==> src/rtl/iluminacao_pkg.sv <==
// ============================================================================
// Module   : iluminacao_pkg
// Purpose  : Shared button-state encoding and default timing constants for
//            the lighting input controller.
// Revision : 1.0 - initial release
// ============================================================================
`default_nettype none

package iluminacao_pkg;

   typedef enum logic [1:0] {
      B_IDLE     = 2'd0,
      B_DEBOUNCE = 2'd1,
      B_PRESSED  = 2'd2,
      B_HELD     = 2'd3
   } btn_state_e;

   localparam int C_DB_CYCLES      = 4;
   localparam int C_LONG_CYCLES    = 20;
   localparam int C_TIMEOUT_CYCLES = 30;

   // Counter width able to hold the value n itself without wrapping.
   function automatic int cnt_width(input int n);
      return $clog2(n + 1);
   endfunction

endpackage

`default_nettype wire

==> src/rtl/controlador_entradas_if.sv <==
// ============================================================================
// Module   : controlador_entradas_if
// Purpose  : Raw button/presence inputs and the four lamp-FSM strobes/levels.
// Revision : 1.0 - initial release
// ============================================================================
`default_nettype none

interface controlador_entradas_if;

   logic push;
   logic ir;
   logic a;
   logic b;
   logic c;
   logic d;

   modport master (
      output push,
      output ir,
      input  a,
      input  b,
      input  c,
      input  d
   );

   modport slave (
      input  push,
      input  ir,
      output a,
      output b,
      output c,
      output d
   );

endinterface

`default_nettype wire

==> src/rtl/sincronizador.sv <==
// ============================================================================
// Module   : sincronizador
// Purpose  : Two-flop synchronizer for a raw asynchronous level.
// Revision : 1.0 - initial release
// ============================================================================
`default_nettype none

module sincronizador (
   input  logic clk,
   input  logic rst,
   input  logic async_i,
   output logic sync_o
);

   logic meta_q;
   logic sync_q;

   always_ff @(posedge clk) begin
      if (rst) begin
         meta_q <= 1'b0;
         sync_q <= 1'b0;
      end else begin
         meta_q <= async_i;
         sync_q <= meta_q;
      end
   end

   assign sync_o = sync_q;

endmodule

`default_nettype wire

==> src/rtl/controlador_entradas.sv <==
// ============================================================================
// Module   : controlador_entradas
// Purpose  : Debounces the push button into short/long strobes and turns the
//            infrared presence level into a presence level plus absence timeout.
// Revision : 1.0 - initial release
// ============================================================================
`default_nettype none

module controlador_entradas
   import iluminacao_pkg::*;
#(
   parameter int DB_CYCLES      = C_DB_CYCLES,
   parameter int LONG_CYCLES    = C_LONG_CYCLES,
   parameter int TIMEOUT_CYCLES = C_TIMEOUT_CYCLES
) (
   input  logic                 clk,
   input  logic                 rst,
   controlador_entradas_if.slave bus
);

   localparam int C_CNT_B_W = cnt_width(LONG_CYCLES);
   localparam int C_CNT_T_W = cnt_width(TIMEOUT_CYCLES);

   localparam logic [C_CNT_B_W-1:0] C_CNT_B_ONE = C_CNT_B_W'(1);
   localparam logic [C_CNT_B_W-1:0] C_DB_LAST   = C_CNT_B_W'(DB_CYCLES - 1);
   localparam logic [C_CNT_B_W-1:0] C_LONG_LAST = C_CNT_B_W'(LONG_CYCLES - 1);
   localparam logic [C_CNT_T_W-1:0] C_T_MAX     = C_CNT_T_W'(TIMEOUT_CYCLES);
   localparam logic [C_CNT_T_W-1:0] C_T_LAST    = C_CNT_T_W'(TIMEOUT_CYCLES - 1);

   logic push_s;
   logic ir_s;

   btn_state_e           state_q, state_d;
   logic [C_CNT_B_W-1:0] cnt_b_q, cnt_b_d;
   logic                 a_q, a_d;
   logic                 b_q, b_d;

   logic [C_CNT_T_W-1:0] cnt_t_q, cnt_t_d;
   logic                 hit_q, hit_d;
   logic                 c_q, c_d;
   logic                 d_q, d_d;

   sincronizador u_sync_push (
      .clk     (clk),
      .rst     (rst),
      .async_i (bus.push),
      .sync_o  (push_s)
   );

   sincronizador u_sync_ir (
      .clk     (clk),
      .rst     (rst),
      .async_i (bus.ir),
      .sync_o  (ir_s)
   );

   always_comb begin
      state_d = state_q;
      cnt_b_d = cnt_b_q;
      a_d     = 1'b0;
      b_d     = 1'b0;
      case (state_q)
         B_IDLE: begin
            if (push_s) begin
               state_d = B_DEBOUNCE;
               cnt_b_d = C_CNT_B_ONE;
            end else begin
               cnt_b_d = '0;
            end
         end
         B_DEBOUNCE: begin
            if (!push_s) begin
               state_d = B_IDLE;
               cnt_b_d = '0;
            end else if (cnt_b_q >= C_DB_LAST) begin
               state_d = B_PRESSED;
               cnt_b_d = '0;
            end else begin
               cnt_b_d = cnt_b_q + 1'b1;
            end
         end
         B_PRESSED: begin
            if (!push_s) begin
               state_d = B_IDLE;
               cnt_b_d = '0;
               b_d     = 1'b1;
            end else if (cnt_b_q >= C_LONG_LAST) begin
               state_d = B_HELD;
               cnt_b_d = '0;
               a_d     = 1'b1;
            end else begin
               cnt_b_d = cnt_b_q + 1'b1;
            end
         end
         B_HELD: begin
            cnt_b_d = '0;
            if (!push_s) begin
               state_d = B_IDLE;
            end
         end
         default: begin
            state_d = B_IDLE;
            cnt_b_d = '0;
         end
      endcase
   end

   // hit marks the T-1 -> T step; c follows one cycle later and is dropped if
   // presence has returned meanwhile, so c and d can never coincide.
   always_comb begin
      cnt_t_d = cnt_t_q;
      if (ir_s) begin
         cnt_t_d = '0;
      end else if (cnt_t_q < C_T_MAX) begin
         cnt_t_d = cnt_t_q + 1'b1;
      end
      hit_d = !ir_s && (cnt_t_q == C_T_LAST);
      c_d   = hit_q && !ir_s;
      d_d   = ir_s;
   end

   always_ff @(posedge clk) begin
      if (rst) begin
         state_q <= B_IDLE;
         cnt_b_q <= '0;
         a_q     <= 1'b0;
         b_q     <= 1'b0;
         cnt_t_q <= C_T_MAX;
         hit_q   <= 1'b0;
         c_q     <= 1'b0;
         d_q     <= 1'b0;
      end else begin
         state_q <= state_d;
         cnt_b_q <= cnt_b_d;
         a_q     <= a_d;
         b_q     <= b_d;
         cnt_t_q <= cnt_t_d;
         hit_q   <= hit_d;
         c_q     <= c_d;
         d_q     <= d_d;
      end
   end

   assign bus.a = a_q;
   assign bus.b = b_q;
   assign bus.c = c_q;
   assign bus.d = d_q;

endmodule

`default_nettype wire

==> src/flat_wrapper.sv <==
// flat-port wrapper written by rule: the top's interface ports become plain ports
module controlador_entradas_flat import iluminacao_pkg::*;
#(
   parameter int DB_CYCLES      = C_DB_CYCLES,
   parameter int LONG_CYCLES    = C_LONG_CYCLES,
   parameter int TIMEOUT_CYCLES = C_TIMEOUT_CYCLES
)
  (clk, rst, bus_push, bus_ir, bus_a, bus_b, bus_c, bus_d);
  controlador_entradas_if bus_i ();
  input  logic clk;
  input  logic rst;
  input wire logic [$bits(bus_i.push)-1:0] bus_push;
  input wire logic [$bits(bus_i.ir)-1:0] bus_ir;
  output wire logic [$bits(bus_i.a)-1:0] bus_a;
  output wire logic [$bits(bus_i.b)-1:0] bus_b;
  output wire logic [$bits(bus_i.c)-1:0] bus_c;
  output wire logic [$bits(bus_i.d)-1:0] bus_d;
  assign bus_i.push = bus_push;
  assign bus_i.ir = bus_ir;
  assign bus_a = bus_i.a;
  assign bus_b = bus_i.b;
  assign bus_c = bus_i.c;
  assign bus_d = bus_i.d;
  controlador_entradas #(.DB_CYCLES(DB_CYCLES), .LONG_CYCLES(LONG_CYCLES), .TIMEOUT_CYCLES(TIMEOUT_CYCLES)) u_core (.clk(clk), .rst(rst), .bus(bus_i));
endmodule
==> config.mk <==
export PLATFORM = sky130hd
export DESIGN_NAME = controlador_entradas_flat
export DESIGN_NICKNAME = d
export VERILOG_FILES = /design/src/rtl/iluminacao_pkg.sv /design/src/rtl/controlador_entradas_if.sv /design/src/rtl/sincronizador.sv /design/src/rtl/controlador_entradas.sv /design/src/flat_wrapper.sv
export SDC_FILE = /design/constraint.sdc
export NUM_CORES = 1
export LEC_CHECK = 0
export CORE_UTILIZATION = 40
export CTS_BUF_LIST = sky130_fd_sc_hd__clkbuf_4 sky130_fd_sc_hd__clkbuf_8
export DETAILED_ROUTE_END_ITERATION = 10
export PLACE_DENSITY = 0.64
export REMOVE_ABC_BUFFERS = 1
export SETUP_SLACK_MARGIN = 0.15
export SLEW_MARGIN = 20
export SYNTH_ARGS = -nofsm -noshare
export SYNTH_HDL_FRONTEND = slang
export SYNTH_SLANG_ARGS = --single-unit
==> constraint.sdc <==
create_clock -name clk -period 3.6 [get_ports clk]
set_input_delay 0.72 -clock clk [delete_from_list [all_inputs] [get_ports clk]]
set_output_delay 0.72 -clock clk [all_outputs]
set_load 0.05 [all_outputs]
Word-level counts from Yosys, hierarchy flattened
Index checks and enable logic that the tools add are counted.
{"block": "word_totals", "reg_bits": 21, "output_inout_bits": 4, "input_bits": 4, "wordCells": 54}
{"block": "classes", "n_bitwise": 2, "muxes": 17, "magnitude_cmp": 3, "addsub": 2, "reduce_logical": 9, "eq_ne": 8}
{"op": "5-bit 2-to-1 mux", "count": 6}
{"op": "5-bit one-hot mux with 4 select lines", "count": 1}
{"op": "2-bit 2-to-1 mux", "count": 6}
{"op": "5-bit by 1-bit adder with 5-bit output (second input constant)", "count": 2}
{"op": "2-bit one-hot mux with 4 select lines", "count": 1}
{"op": "3-bit by 2-bit inequality test with 1-bit output (second input constant)", "count": 2}
{"op": "5-bit == test (second input constant)", "count": 1}
{"op": "5-bit by 2-bit greater-or-equal comparator with 1-bit output (second input constant)", "count": 1}
{"op": "5-bit greater-or-equal comparator (second input constant)", "count": 1}
{"op": "5-bit less-than comparator (second input constant)", "count": 1}
{"op": "2-bit == test (second input constant)", "count": 2}
{"op": "2-bit inequality test (second input constant)", "count": 2}
{"op": "4-bit AND reduction", "count": 1}
{"op": "2-bit OR reduction", "count": 2}
{"op": "1-bit 2-to-1 mux", "count": 3}
{"op": "3-bit OR reduction", "count": 1}
{"op": "2-bit by 1-bit == test with 1-bit output (second input constant)", "count": 1}
{"op": "1-bit logical AND", "count": 2}
{"op": "2-bit logical NOT", "count": 1}
{"op": "1-bit inverter", "count": 2}
{"op": "2-bit nonzero test", "count": 1}
{"op": "1-bit logical NOT", "count": 1}

Logic depth before layout (Yosys ltp)
{"block": "logic_depth", "word_depth": 4, "mapped_depth": 4, "mapped_depth_nobuf": 4}

By module
Synthesis repeated with hierarchy kept, for this count alone.
{"block": "unflattened", "cells_unflattened": 79, "area_unflattened_um2": 848.3}
{"mod": "controlador_entradas", "n_inst": 1, "area_each_um2": 743.2, "cells_per_inst": 71, "seq_area_each_um2": 340.3}
{"mod": "sincronizador", "n_inst": 2, "area_each_um2": 52.6, "cells_per_inst": 4, "seq_area_each_um2": 40.0}

Worst setup path after synthesis
No wires, ideal clock.
{"block": "synth_timing", "path_type": "flip-flop to flip-flop", "from": "register u_core.cnt_b_q[0]", "to": "register u_core.cnt_b_q[0]", "setup_slack_ns": 2.222, "period_less_slack_ns": 1.378, "arrival_time_ns": 1.319, "required_ns": 3.541, "path_stages_with_launch": 5, "n_path_buf": 0, "setup_time_ns": 0.059, "path_cell_list": "dfxtp_1 > ha_1 > or3_1 > a211oi_1 > o31a_1"}
{"block": "synth_between", "elab_chain_len": 4, "word_cells_on_any_way": 8, "classes_between": "add/sub (1); order compare (2); mux (5)"}
{"item": "start, declared", "line_no": "controlador_entradas.sv:34", "text": "logic [C_CNT_B_W-1:0] cnt_b_q, cnt_b_d;"}
{"item": "start signal, assigned", "line_no": "controlador_entradas.sv:134", "text": "cnt_b_q <= cnt_b_d;"}
{"item": "5-bit by 1-bit adder with 5-bit output, or another cell as far along", "line_no": "controlador_entradas.sv:79, controlador_entradas.sv:92"}
{"item": "5-bit 2-to-1 mux (on tied branches)", "line_no": "controlador_entradas.sv:87, controlador_entradas.sv:75"}
{"item": "5-bit 2-to-1 mux (on tied branches)", "line_no": "controlador_entradas.sv:83, controlador_entradas.sv:72"}
{"item": "5-bit one-hot mux with 4 select lines (*)", "line_no": "controlador_entradas.sv:62", "text": "case (state_q)"}
Mark *: on every way between the ends. The rest lies on a longest branch, timed or not.
A chain may end at the register's enable or synchronous reset.

Worst setup path in the final report
{"block": "layout_timing", "from": "register u_core.b_q, in the netlist u_core.bus.b", "to": "output port bus_b"}
{"item": "start, declared", "line_no": "controlador_entradas.sv:36", "text": "logic b_q, b_d;"}
{"item": "start signal, assigned", "line_no": "controlador_entradas.sv:127", "text": "b_q <= 1'b0;"}
{"item": "start signal, assigned", "line_no": "controlador_entradas.sv:136", "text": "b_q <= b_d;"}
{"item": "end, declared", "line_no": "flat_wrapper.sv:15", "text": "output wire logic [$bits(bus_i.b)-1:0] bus_b;"}
No word-level cell between the ends.

==> out/results.ini <==
[outcome]
status=complete, no violations

[pwr]
power.density_nw_per_um2=474
sw_frac_of_total=0.252
p_seq_frac=0.592
internal_power_w=0.000334
leakagePower_nw=0.347
ir_worst_vdd_uv=269
pwr-share-comb=0.147
switchingPower_w=0.000112
clock_power_share=0.261

[sta]
final.setup.tns_ns=0
slew_violations=0
finClkSkew_ns=0.00137
slew-limit-headroom=0.667
fmax_ghz=0.468
setup_viol=0
post-route-min-period_ns=2.14
worstMarginPinSlew_ns=0.497
rsz0062_at_grt=false
worst_hold_slack_ns=0.447
hold_violations=0
finalCritPeriodShare=0.594

[yosys]
seq_area_frac_synth=0.516
async_flop_share=0
syn_area_um2=815
synth_edf_count=0
synth_mux_area_frac=0
syn_area_per_cell_um2=10.3
ys.flop_type=dfxtp_1
syn-instance-count=79
synth-simple-area-share=0.210
synth_seq_cells=21
synth_top_family_by_area=simple AND/OR/NAND/NOR gates
synth.top_cell.area_share=0.516
ys_top_cells_by_count=dfxtp_1, nor2b_1, a21oi_1
synth.most_common_cell=dfxtp_1
synth_compound_gate_area_share=0.144
synth_fa_ha_area_frac=0.0461
synth_xor_area_frac=0.0645
synthTopCellsByArea=dfxtp_1, nor2b_1, ha_1, a21oi_1, a2111oi_4
synth_cell_types=26
yosysWarnings=0
yosysTopAreaCell=dfxtp_1

[flow_run]
drv_cap=0

[clock_network]
clock-sinks=21
clk_pin_slew_ns=0.11
clk-insertion-delay-late_ns=0.29
clock-root-buffer=clkbuf_4
holdBufCountCts=0
clk_path_buf_depth=2
cts_setup_buffers=0
cts_resized=0
htreeDepth=1
cts_tree=built
cts_inserted_buffers=3

[floorplan]
die_h_um=47.1
top_level_ports=8
die_w_um=47.1
num_rows=15
die_area_um2=2220
fp.coreArea_um2=1820
start_util=0.447

[grt]
grt_pass1_wl_mm=2.13
grt_start_max_net_pins=13
antenna_found_initial=0
grt_pass1_vias=499
grt.total_usage=0.143
grt_overflow=0

[setup_path]
cpLargestDelayFamily=buffers and inverters
slowest_stage=clkdlybuf4s50_1
cp.buffers_inverters=1
cpPeakStageDelay_ns=0.80
crit_path_end_kind=output pin
crit_path_max_fanout=1
worstPathCellList=clkdlybuf4s50_1
cp.arrival_ns=1.42
cp.required_ns=2.88
path_class=reg2out
startpoint_type=register

[final_layout]
final_cells=114
diodes=0
final_util=0.518
drive_gt1_frac=0.0674
nets=97
nFillCells=181
synthToLayoutAreaGrowth_pct=15.7

[placement]
portBuffers=7
hpwlAfterDp_um=925
place_inst=110
finalWeightedCongestion=0.786

[detailed_routing]
drtPass1Iterations=3
num_vias=565
viasPerCell=4.96
drtIter0Drc=5
wl_per_cell_um=10.8
ant_nets=0
drcViolationCount=0
drt_wl_total_mm=1.24

[hold_path]
hold_path_class=reg2reg

## routing by layer
metal	GRT usage	wire (µm)
met1	0.178	617
met2	0.217	556
met3	0.0346	28
met4	0.103	32
met5	0	0
## power by group through the flow
stage	clock, W	sequential, W	combinational, W
floorplan	0	0.000267	0.0000522
detailed placement	0	0.000270	0.0000663
finish	0.000117	0.000264	0.0000657
global placement	0	0.000268	0.0000663
CTS	0.000123	0.000264	0.0000667
global route	0.000129	0.000267	0.0000747
## cell usage in the layout (no fill, tap or decap), drive strengths merged, types with 2 or more instances in the layout
cell type / count
o21ai: 3
clkdlybuf4s50: 7
nor4: 2
nor2b: 9
dfxtp: 21
a21oi: 7
nand3: 5
ha: 3
xor2: 3
xnor2: 3
inv: 3
nand4: 2
nand2: 3
clkbuf: 4
a211oi: 2
nor3: 3
## final timing paths
check | cells past startpoint | startpoint | slack, ns | end
setup reg to reg | 4 | u_core.cnt_b_q[0] | 2.09 | u_core.cnt_b_q[0]
hold / removal | 1 | u_core.u_sync_push.sync_o | 0.45 | u_core.bus.b
setup / recovery | 1 | u_core.bus.b | 1.46 | bus_b
hold reg to reg | 1 | u_core.u_sync_push.sync_o | 0.45 | u_core.bus.b
## per-stage QoR
stage | setup slack, ns | instance area (µm²) | total power [W]
after CTS | 1.45 | 942 | 0.000454
after detailed placement | 1.55 | 912 | 0.000336
after global placement | 1.61 | 912 | 0.000335
final | 1.46 | 942 | 0.000447
after floorplan | 2.22 | 811 | 0.000319
after global routing | 1.41 | 942 | 0.000471
## cell type report
| cell class | count | area [µm²] | share of cell area |
|---|---|---|---|
| Sequential cell | 21 | 420 | 0.446 |
| Multi-Input combinational cell | 54 | 379 | 0.402 |
| Timing Repair Buffer | 7 | 70.1 | 0.0744 |
| Tap cell | 25 | 31.3 | 0.0332 |
| Clock buffer | 4 | 30.0 | 0.0319 |
| Inverter | 3 | 11.3 | 0.0120 |
## cell families after synthesis
kind of cell    after synthesis
xor+xnor                      6
flops                        21
buf+inv                       4
fa+ha+maj                     3
simple gates                 30
compound gates               15
## sequential cells by signal, indices dropped and copies added, names as in the netlist
signal,flops
u_core.u_sync_push.sync_o,1
u_core.hit_q,1
u_core.cnt_t_q,5
u_core.state_q,2
u_core.u_sync_ir.sync_o,1
u_core.bus.d,1
u_core.u_sync_ir.meta_q,1
u_core.cnt_b_q,5
u_core.bus.a,1
u_core.u_sync_push.meta_q,1
u_core.bus.c,1
u_core.bus.b,1
## worst register-to-register path: cells and delay by family, from the launching register on
family,cells,cell delay [ns]
AOI/OAI and AO/OA,2,0.39
DFF,1,0.40
and+or+nand+nor,1,0.36
adders and majority gates,1,0.31
Power figures use the tool's default switching activity.
